File: config.mk
export PLATFORM = sky130hd
export DESIGN_NAME = instr_encoder_flat
export DESIGN_NICKNAME = d
export VERILOG_FILES = /design/src/rtl/instr_encoder_if.sv /design/src/rtl/instr_encoder.sv /design/src/flat_wrapper.sv
export SDC_FILE = /design/constraint.sdc
export NUM_CORES = 1
export LEC_CHECK = 0
export BUFFER_PORTS_ARGS = -buffer_cell sky130_fd_sc_hd__buf_4
export CAP_MARGIN = 15
export CORE_ASPECT_RATIO = 1.4
export CORE_MARGIN = 2
export CORE_UTILIZATION = 52
export DETAILED_ROUTE_END_ITERATION = 8
export PLACE_DENSITY = 0.78
export SYNTH_ARGS = -nofsm -noshare
export SYNTH_HDL_FRONTEND = slang
export SYNTH_SLANG_ARGS = --single-unit
File: constraint.sdc
create_clock -name clock -period 3.8 [get_ports clock]
set_input_delay 1.14 -clock clock [delete_from_list [all_inputs] [get_ports clock]]
set_output_delay 1.14 -clock clock [all_outputs]
set_load 0.005 [all_outputs]
File: src/rtl/instr_encoder_if.sv
// Field-bundle input, encoded-word output and address-base load for instr_encoder.
// The master modport is the program generator / RAM side; the slave modport is the encoder.
interface instr_encoder_if #(
  parameter int ADDR_W = 12
);
  logic              in_valid;
  logic              in_ready;
  logic [2:0]        in_fmt;
  logic [6:0]        in_opcode;
  logic [4:0]        in_rd;
  logic [4:0]        in_rs1;
  logic [4:0]        in_rs2;
  logic [2:0]        in_funct3;
  logic [6:0]        in_funct7;
  logic [31:0]       in_imm;
  logic              base_load;
  logic [ADDR_W-1:0] base_addr;
  logic              out_valid;
  logic              out_ready;
  logic [31:0]       out_instr;
  logic [ADDR_W-1:0] out_addr;
  logic              out_err;

  modport master (
    output in_valid, in_fmt, in_opcode, in_rd, in_rs1, in_rs2, in_funct3, in_funct7, in_imm,
    output base_load, base_addr, out_ready,
    input  in_ready, out_valid, out_instr, out_addr, out_err
  );

  modport slave (
    input  in_valid, in_fmt, in_opcode, in_rd, in_rs1, in_rs2, in_funct3, in_funct7, in_imm,
    input  base_load, base_addr, out_ready,
    output in_ready, out_valid, out_instr, out_addr, out_err
  );
endinterface

File: src/rtl/instr_encoder.sv
// RV32I instruction encoder: two-stage valid/ready pipeline packing decoded fields into
// machine words, flagging out-of-range immediates and tagging each word with a byte address.
module instr_encoder #(
  parameter int                ADDR_W     = 12,
  parameter logic [ADDR_W-1:0] RESET_ADDR = '0
) (
  input logic           clock,
  input logic           reset,
  instr_encoder_if.slave bus
);

  typedef enum logic [2:0] {
    FMT_R    = 3'd0,
    FMT_I    = 3'd1,
    FMT_S    = 3'd2,
    FMT_B    = 3'd3,
    FMT_U    = 3'd4,
    FMT_J    = 3'd5,
    FMT_BAD6 = 3'd6,
    FMT_BAD7 = 3'd7
  } fmt_e;

  typedef struct packed {
    fmt_e        fmt;
    logic [6:0]  opcode;
    logic [4:0]  rd;
    logic [4:0]  rs1;
    logic [4:0]  rs2;
    logic [2:0]  funct3;
    logic [6:0]  funct7;
    logic [31:0] imm;
  } fields_t;

  localparam logic [31:0] NOP_WORD  = 32'h0000_0013;
  localparam logic [6:0]  OP_IMM    = 7'b0010011;
  localparam logic [ADDR_W-1:0] WORD_STEP = ADDR_W'(4);
  localparam logic [ADDR_W-1:0] WORD_MASK = ~ADDR_W'(3);

  logic              r_s1_valid;
  fields_t           r_s1;
  logic              r_out_valid;
  logic [31:0]       r_out_instr;
  logic              r_out_err;
  logic [ADDR_W-1:0] r_out_addr;
  logic [ADDR_W-1:0] r_cnt;

  logic        w_s2_adv;
  logic        w_in_ready;
  logic        w_s1_load;
  logic        w_s2_load;
  logic        w_shift;
  logic [31:0] w_instr;
  logic        w_err;

  assign w_s2_adv   = !r_out_valid || bus.out_ready;
  assign w_in_ready = !r_s1_valid || w_s2_adv;
  assign w_s1_load  = bus.in_valid && w_in_ready;
  assign w_s2_load  = r_s1_valid && w_s2_adv;

  assign bus.in_ready  = w_in_ready;
  assign bus.out_valid = r_out_valid;
  assign bus.out_instr = r_out_instr;
  assign bus.out_err   = r_out_err;
  assign bus.out_addr  = r_out_addr;

  // NOTE: payload registers carry no reset; they are only ever observed behind r_s1_valid.
  always_ff @(posedge clock) begin
    if (w_s1_load) begin
      r_s1.fmt    <= fmt_e'(bus.in_fmt);
      r_s1.opcode <= bus.in_opcode;
      r_s1.rd     <= bus.in_rd;
      r_s1.rs1    <= bus.in_rs1;
      r_s1.rs2    <= bus.in_rs2;
      r_s1.funct3 <= bus.in_funct3;
      r_s1.funct7 <= bus.in_funct7;
      r_s1.imm    <= bus.in_imm;
    end
  end

  assign w_shift = (r_s1.fmt == FMT_I) && (r_s1.opcode == OP_IMM) &&
                   ((r_s1.funct3 == 3'b001) || (r_s1.funct3 == 3'b101));

  // NOTE: every output gets a default first so no path through the case can infer a latch.
  always_comb begin
    w_instr = NOP_WORD;
    w_err   = 1'b1;
    unique case (r_s1.fmt)
      FMT_R: begin
        w_instr = {r_s1.funct7, r_s1.rs2, r_s1.rs1, r_s1.funct3, r_s1.rd, r_s1.opcode};
        w_err   = 1'b0;
      end
      FMT_I: begin
        if (w_shift) begin
          w_instr = {r_s1.funct7, r_s1.imm[4:0], r_s1.rs1, r_s1.funct3, r_s1.rd, r_s1.opcode};
          w_err   = |r_s1.imm[31:5];
        end else begin
          w_instr = {r_s1.imm[11:0], r_s1.rs1, r_s1.funct3, r_s1.rd, r_s1.opcode};
          w_err   = r_s1.imm[31:11] != {21{r_s1.imm[11]}};
        end
      end
      FMT_S: begin
        w_instr = {r_s1.imm[11:5], r_s1.rs2, r_s1.rs1, r_s1.funct3, r_s1.imm[4:0], r_s1.opcode};
        w_err   = r_s1.imm[31:11] != {21{r_s1.imm[11]}};
      end
      FMT_B: begin
        w_instr = {r_s1.imm[12], r_s1.imm[10:5], r_s1.rs2, r_s1.rs1, r_s1.funct3,
                   r_s1.imm[4:1], r_s1.imm[11], r_s1.opcode};
        w_err   = (r_s1.imm[31:12] != {20{r_s1.imm[12]}}) || r_s1.imm[0];
      end
      FMT_U: begin
        w_instr = {r_s1.imm[31:12], r_s1.rd, r_s1.opcode};
        w_err   = |r_s1.imm[11:0];
      end
      FMT_J: begin
        w_instr = {r_s1.imm[20], r_s1.imm[10:1], r_s1.imm[11], r_s1.imm[19:12],
                   r_s1.rd, r_s1.opcode};
        w_err   = (r_s1.imm[31:20] != {12{r_s1.imm[20]}}) || r_s1.imm[0];
      end
      default: begin
        w_instr = NOP_WORD;
        w_err   = 1'b1;
      end
    endcase
  end

  // NOTE: sequential state uses non-blocking assignments so every register samples pre-edge values.
  always_ff @(posedge clock) begin
    if (reset) begin
      r_s1_valid  <= 1'b0;
      r_out_valid <= 1'b0;
      r_out_instr <= '0;
      r_out_err   <= 1'b0;
      r_out_addr  <= RESET_ADDR;
      r_cnt       <= RESET_ADDR;
    end else begin
      if (w_in_ready) r_s1_valid <= bus.in_valid;
      if (w_s2_adv) r_out_valid <= r_s1_valid;
      if (w_s2_load) begin
        r_out_instr <= w_instr;
        r_out_err   <= w_err;
        r_out_addr  <= r_cnt;
      end
      // A coinciding base load overrides the increment; the entering word already took r_cnt.
      if (bus.base_load) r_cnt <= bus.base_addr & WORD_MASK;
      else if (w_s2_load) r_cnt <= r_cnt + WORD_STEP;
    end
  end

endmodule

File: src/flat_wrapper.sv
// flat-port wrapper written by rule: the top's interface ports become plain ports
module instr_encoder_flat 
#(
  parameter int                ADDR_W     = 12,
  parameter logic [ADDR_W-1:0] RESET_ADDR = '0
)
  (clock, reset, bus_in_valid, bus_in_fmt, bus_in_opcode, bus_in_rd, bus_in_rs1, bus_in_rs2, bus_in_funct3, bus_in_funct7, bus_in_imm, bus_base_load, bus_base_addr, bus_out_ready, bus_in_ready, bus_out_valid, bus_out_instr, bus_out_addr, bus_out_err);
  instr_encoder_if #(.ADDR_W(ADDR_W)) bus_i ();
  input logic clock;
  input logic reset;
  input wire logic [$bits(bus_i.in_valid)-1:0] bus_in_valid;
  input wire logic [$bits(bus_i.in_fmt)-1:0] bus_in_fmt;
  input wire logic [$bits(bus_i.in_opcode)-1:0] bus_in_opcode;
  input wire logic [$bits(bus_i.in_rd)-1:0] bus_in_rd;
  input wire logic [$bits(bus_i.in_rs1)-1:0] bus_in_rs1;
  input wire logic [$bits(bus_i.in_rs2)-1:0] bus_in_rs2;
  input wire logic [$bits(bus_i.in_funct3)-1:0] bus_in_funct3;
  input wire logic [$bits(bus_i.in_funct7)-1:0] bus_in_funct7;
  input wire logic [$bits(bus_i.in_imm)-1:0] bus_in_imm;
  input wire logic [$bits(bus_i.base_load)-1:0] bus_base_load;
  input wire logic [$bits(bus_i.base_addr)-1:0] bus_base_addr;
  input wire logic [$bits(bus_i.out_ready)-1:0] bus_out_ready;
  output wire logic [$bits(bus_i.in_ready)-1:0] bus_in_ready;
  output wire logic [$bits(bus_i.out_valid)-1:0] bus_out_valid;
  output wire logic [$bits(bus_i.out_instr)-1:0] bus_out_instr;
  output wire logic [$bits(bus_i.out_addr)-1:0] bus_out_addr;
  output wire logic [$bits(bus_i.out_err)-1:0] bus_out_err;
  assign bus_i.in_valid = bus_in_valid;
  assign bus_i.in_fmt = bus_in_fmt;
  assign bus_i.in_opcode = bus_in_opcode;
  assign bus_i.in_rd = bus_in_rd;
  assign bus_i.in_rs1 = bus_in_rs1;
  assign bus_i.in_rs2 = bus_in_rs2;
  assign bus_i.in_funct3 = bus_in_funct3;
  assign bus_i.in_funct7 = bus_in_funct7;
  assign bus_i.in_imm = bus_in_imm;
  assign bus_i.base_load = bus_base_load;
  assign bus_i.base_addr = bus_base_addr;
  assign bus_i.out_ready = bus_out_ready;
  assign bus_in_ready = bus_i.in_ready;
  assign bus_out_valid = bus_i.out_valid;
  assign bus_out_instr = bus_i.out_instr;
  assign bus_out_addr = bus_i.out_addr;
  assign bus_out_err = bus_i.out_err;
  instr_encoder #(.ADDR_W(ADDR_W), .RESET_ADDR(RESET_ADDR)) u_core (.clock(clock), .reset(reset), .bus(bus_i));
endmodule
# --- Word level (Yosys, flattened, before mapping) ---
# Index checks and enable logic that the tools add are counted.
classes:
  mux: 6
  add_sub_neg: 1
  n_eq_ne: 11
  n_reduce_logical: 16
op_table:
  columns: ["operator", "n"]
  rows:
  - ["$pmux 32 s6", 1]
  - ["$mux 32", 1]
  - ["$reduce_or 27->1", 1]
  - ["$mux 12", 2]
  - ["$ne 20x20->1", 1]
  - ["$ne 19x19->1", 1]
  - ["$add 12x3->12 const B", 1]
  - ["$reduce_or 12->1", 1]
  - ["$ne 11x11->1", 1]
  - ["$eq 3x3->1 const B", 3]
  - ["$eq 7x5->1 const B", 1]
  - ["$eq 3x1->1 const B", 2]
  - ["$eq 3x2->1 const B", 2]
  - ["$pmux 1 s6", 1]
  - ["$logic_or 1x1->1", 5]
  - ["$logic_and 1x1->1", 4]
  - ["$logic_not 3->1", 1]
  - ["$logic_not 1->1", 2]
  - ["$reduce_bool 2->1", 1]
  - ["$reduce_or 2->1", 1]
  - ["$mux 1", 1]
word_totals:
  regBits: 126
  inputBits: 84
  out_inout_bits: 47

# --- Longest topological paths before layout ---
depth:
  word_depth: 5
  mapped_depth: 6

# --- Worst setup path before layout ---
# Ideal clock, no wire load.
synth_timing:
  kind: "input -> register"
  from: "input port bus_out_ready"
  to: "register u_core.r_s1[0] (netlist bit), enable pin"
  required_time_ps: 3368
  n_path_buf: 0
  arrival_ps: 2869
  setup_ps: 432
  setup_slack_ps: 499
  stages: 3
  path_cell_list: "nor2b_1 nand2_1 and2_1"
synth_via:
  elab_chain_cells: 3
synth_rtl:
  columns: ["element", "line", "rtl"]
  rows:
  - ["start, declared", "flat_wrapper.sv:22", "input wire logic [$bits(bus_i.out_ready)-1:0] bus_out_ready;"]
  - ["$logic_or 1x1->1", "instr_encoder.sv:55", "assign w_s2_adv = !r_out_valid || bus.out_ready;"]
  - ["$logic_or 1x1->1", "instr_encoder.sv:56", "assign w_in_ready = !r_s1_valid || w_s2_adv;"]
  - ["net bus_in_ready", "flat_wrapper.sv:23", "output wire logic [$bits(bus_i.in_ready)-1:0] bus_in_ready;"]
  - ["$logic_and 1x1->1", "instr_encoder.sv:57", "assign w_s1_load = bus.in_valid && w_in_ready;"]
  - ["net u_core.w_s1_load", "instr_encoder.sv:49", "logic w_s1_load;"]
  - ["end, declared", "instr_encoder.sv:40", "fields_t r_s1;"]
# The timed path passes the listed nets, and every way through them passes these cells.
# A chain may end at the register's enable or synchronous reset.

# --- Worst setup path in the final report ---
layout_timing:
  from: "input port bus_out_ready"
  to: "output port bus_in_ready"
layout_via:
  elab_chain_cells: 2
layout_rtl:
  columns: ["element", "line"]
  rows:
  - ["$logic_or 1x1->1", "instr_encoder.sv:55"]
  - ["$logic_or 1x1->1", "instr_encoder.sv:56"]
  - ["end, declared", "flat_wrapper.sv:23"]
# Every way passes these cells.

==> qor.txt <==
TIMING
---------------------------------------------------------------------------------
Setup repair after global routing missed its margin                         false
Final hold vios                                                                 0
Post-layout minimum cycle time                                           2.840 ns
Setup skew after layout                                                0.01911 ns
Final setup violation count                                                     0
WHS                                                                     0.4550 ns
Total count of max-transition violations in the final report                    0
Relative slew slack                                                        0.3198
Slew at the pin closest to its max-slew limit                            1.020 ns
Share of the clock period used by the worst path                           0.7472
Setup tns final                                                              0 ns
Maximum clock rate                                                     0.3522 GHz

GLOBAL ROUTING
---------------------------------------------------------------------------------
Met1 usage in global routing                                               0.2763
Antenna violations before repair                                                0
Layer with the highest usage after global routing                            met2
Largest net degree at the start of global routing                              68
Met3 global-route usage                                                   0.06237
Overall Global Routing Usage                                               0.2380
GRT Residual Overflow                                                           0
Global routing usage on met2                                               0.3966
Global-route wire length before repair                                   18590 um
Number of global-route vias before repair                                    3752

LAYOUT
---------------------------------------------------------------------------------
Area added between synthesis and finish                                    32.07%
Antenna diode count                                                             0
Final standard cell count with taps included and fillers excluded             663
Most common cell after layout, fill and taps aside                          buf_4
Commonest non-fill, non-tap cells in the layout                      130 x buf_4, 67 x edfxtp_1, 55 x dfxtp_1
Post-layout instance area                                            0.006518 mm^2
Nets                                                                          626
Fillers                                                                       670
Fraction of final layout cells sized beyond drive strength 1               0.3309

DETAILED ROUTING
---------------------------------------------------------------------------------
Vias                                                                         3855
Number of DRC violations after detailed routing                                 0
Antenna Nets Post-Route                                                         0
Initial drt markers                                                           307
DRT Pass-1 Iters                                                                7
Post-Route WL                                                            11900 um
Vias per Instance                                                           5.814
Routed WL per cell                                                       17.95 um

CLOCKING
---------------------------------------------------------------------------------
Clk sink count                                                                122
CTS root buf                                                            clkbuf_16
Post-cts resize count                                                           0
Number of buffers inserted during clock tree synthesis                         17
Clk Latency, worst-skew pair                                              0.41 ns
Clk pin slew, worst setup/hold paths                                      0.05 ns
Buffer levels on the longest clock path                                         2
H-tree level count                                                              4
Number of hold-repair buffers added at the cts stage                            0
Post-CTS Setup Inserts                                                          0
TritonCTS clock tree                                                          yes

SETUP PATH
---------------------------------------------------------------------------------
Worst path cell trace                                                buf_4 -> nor2b_1 -> nand2_1 -> buf_4
WP data required                                                          2.66 ns
Setup slack on the worst flop-to-flop path                                1.37 ns
Sort of element at the end of the critical path                       output port
Highest cell delay on the worst timing path                               0.19 ns
Reg-to-reg critical path startpoint                                  u_core.r_s1[66]$_DFFE_PP_
Highest-delay cell along the critical path                                nor2b_1
Type of the worst setup path                                               in2out
CP Data Arrival Time                                                      1.70 ns
Critical path startpoint category                                      input port
Top fanout value on the critical path                                           3
Cell repeated most along the worst path                                     buf_4
Launch point of the worst path                                       bus_out_ready

HOLD PATH
---------------------------------------------------------------------------------
Type of the most critical hold path                                       reg2reg
Hold path start                                                      u_core.bus.out_addr[9]$_SDFFE_PP0P_

SYNTH
---------------------------------------------------------------------------------
Number of instances in the synthesized netlist                                414
Mapped cell area                                                     0.004935 mm^2
Seq cells post-synth                                                          122
Top flip-flop cell by instance count after synthesis                     edfxtp_1
Yosys top cell by area                                                   edfxtp_1
Mapped Avg Cell Area                                                   11.92 um^2
Largest cells by area after synthesis                                edfxtp_1 41%, dfxtp_1 22%, nand2_1 3.4%, a22oi_1 3.0%, nor2_1 3.0%
Number of warnings reported in the yosys synthesis log                          0
Post-synthesis sequential area ratio                                       0.6308
Post-synth cell types                                                          59
Post-synth EDFFs                                                               67
Fraction of registers with async set/reset                                      0
Portion of synthesized cell area occupied by the leading cell type         0.4077

POWER
---------------------------------------------------------------------------------
Areal power density over the cells                                   513.5 mW/mm^2
Cell leakage power                                                       2.504 nW
Design Power                                                             3.347 mW
Worst-case vdd ir drop                                                   336.0 uV

DIE
---------------------------------------------------------------------------------
Die span in x                                                            86.33 um
Site Rows                                                                      42
Core footprint                                                       0.009354 mm^2
Die height                                                               119.3 um
IO Pins                                                                       131
Overall die area                                                     0.01030 mm^2
Starting Density                                                           0.5276

PLACED DESIGN
---------------------------------------------------------------------------------
HPWL after DPL                                                            8149 um
Input/output buffers                                                          126
Global placer's final weighted congestion                                  0.8630
Total placed cells including tap cells                                        631
Cell Area, Placed                                                    0.005948 mm^2

RUN STATUS
---------------------------------------------------------------------------------
Status                                                               finished clean

JOB
---------------------------------------------------------------------------------
# Max-Cap Violations                                                            0

## synth_stat cells, types with 3 or more instances
library cell	instances
a311oi_1	3
dfxtp_1	55
clkbuf_1	9
mux2_2	10
a21oi_1	28
edfxtp_1	67
and2_1	3
nand2b_1	3
nand2_1	45
o21ai_0	5
nor2b_1	7
a222oi_1	7
nand3_1	8
a211oi_1	4
a221oi_1	5
buf_2	10
nand4_1	7
xnor2_1	5
a22oi_1	20
nor3_1	12
buf_4	5
inv_1	4
nor4_1	4
a211oi_2	6
o21ai_1	3
nor2_1	39
## path summary, 6_finish.rpt
check	cells after the start	to
setup / recovery	4	bus_in_ready
hold / removal	2	u_core.bus.out_addr[9]$_SDFFE_PP0P_
setup reg to reg	4	u_core.bus.out_instr[27]$_SDFFE_PP0P_
hold reg to reg	2	u_core.bus.out_addr[9]$_SDFFE_PP0P_
## power breakdown
part	leakage (nW)	total, mW	internal [mW]	switching [mW]
Sequential	1.10	1.53	1.47	0.0614
Clock	0.277	1.55	1.02	0.529
Combinational	1.12	0.266	0.140	0.125
## metal layers
metal  part of all wire  routed length (um)
met1               0.37                4440
met5                  0                   0
met2               0.52                6211
met3              0.071                 850
met4              0.033                 395
## registers in the layout, summed over array words and instances (netlist names)
register	count
u_core.r_s1	67
u_core.bus.out_instr	32
u_core.bus.out_addr	10
u_core.r_cnt	10
u_core.bus.out_err	1
u_core.bus.out_valid	1
u_core.r_s1_valid	1
## worst max-delay path: cells and delay by family
family / cells / cell delay, ns
simple gates: 2 / 0.29
buf+inv: 2 / 0.26
## layout make-up
cell class / instances / area, um^2 / share of cell area
well taps: 110 / 137.6 / 0.02112
clock buffers: 22 / 444.2 / 0.06815
inverters: 5 / 18.77 / 0.002880
clock inverters: 10 / 125.1 / 0.01920
repair buffers: 131 / 996.0 / 0.1528
multi-input cells: 263 / 1683 / 0.2582
flip-flops and latches: 122 / 3113 / 0.4776
## cells by family (layout without fill, tap and decap cells)
family / Yosys count / in the layout / share of synthesized area
simple gates: 146 / 146 / 0.1549
flops: 122 / 122 / 0.6308
compound gates: 95 / 95 / 0.1417
buf+inv: 30 / 168 / 0.02916
mux: 12 / 12 / 0.02688
xor+xnor: 6 / 6 / 0.01065
fa+ha+maj: 2 / 2 / 0.005070
other cells: 1 / 2 / 0.0007599
## stage by stage
step                setup slack, ns  utilization
global route                 0.8638       0.6968
global placement             0.9727       0.6359
finish                       0.9605       0.6968
CTS                          0.9580       0.6968
detailed placement           0.9595       0.6359
floorplan                    0.4993            -
Note: power is estimated with default switching activity, not from simulation.
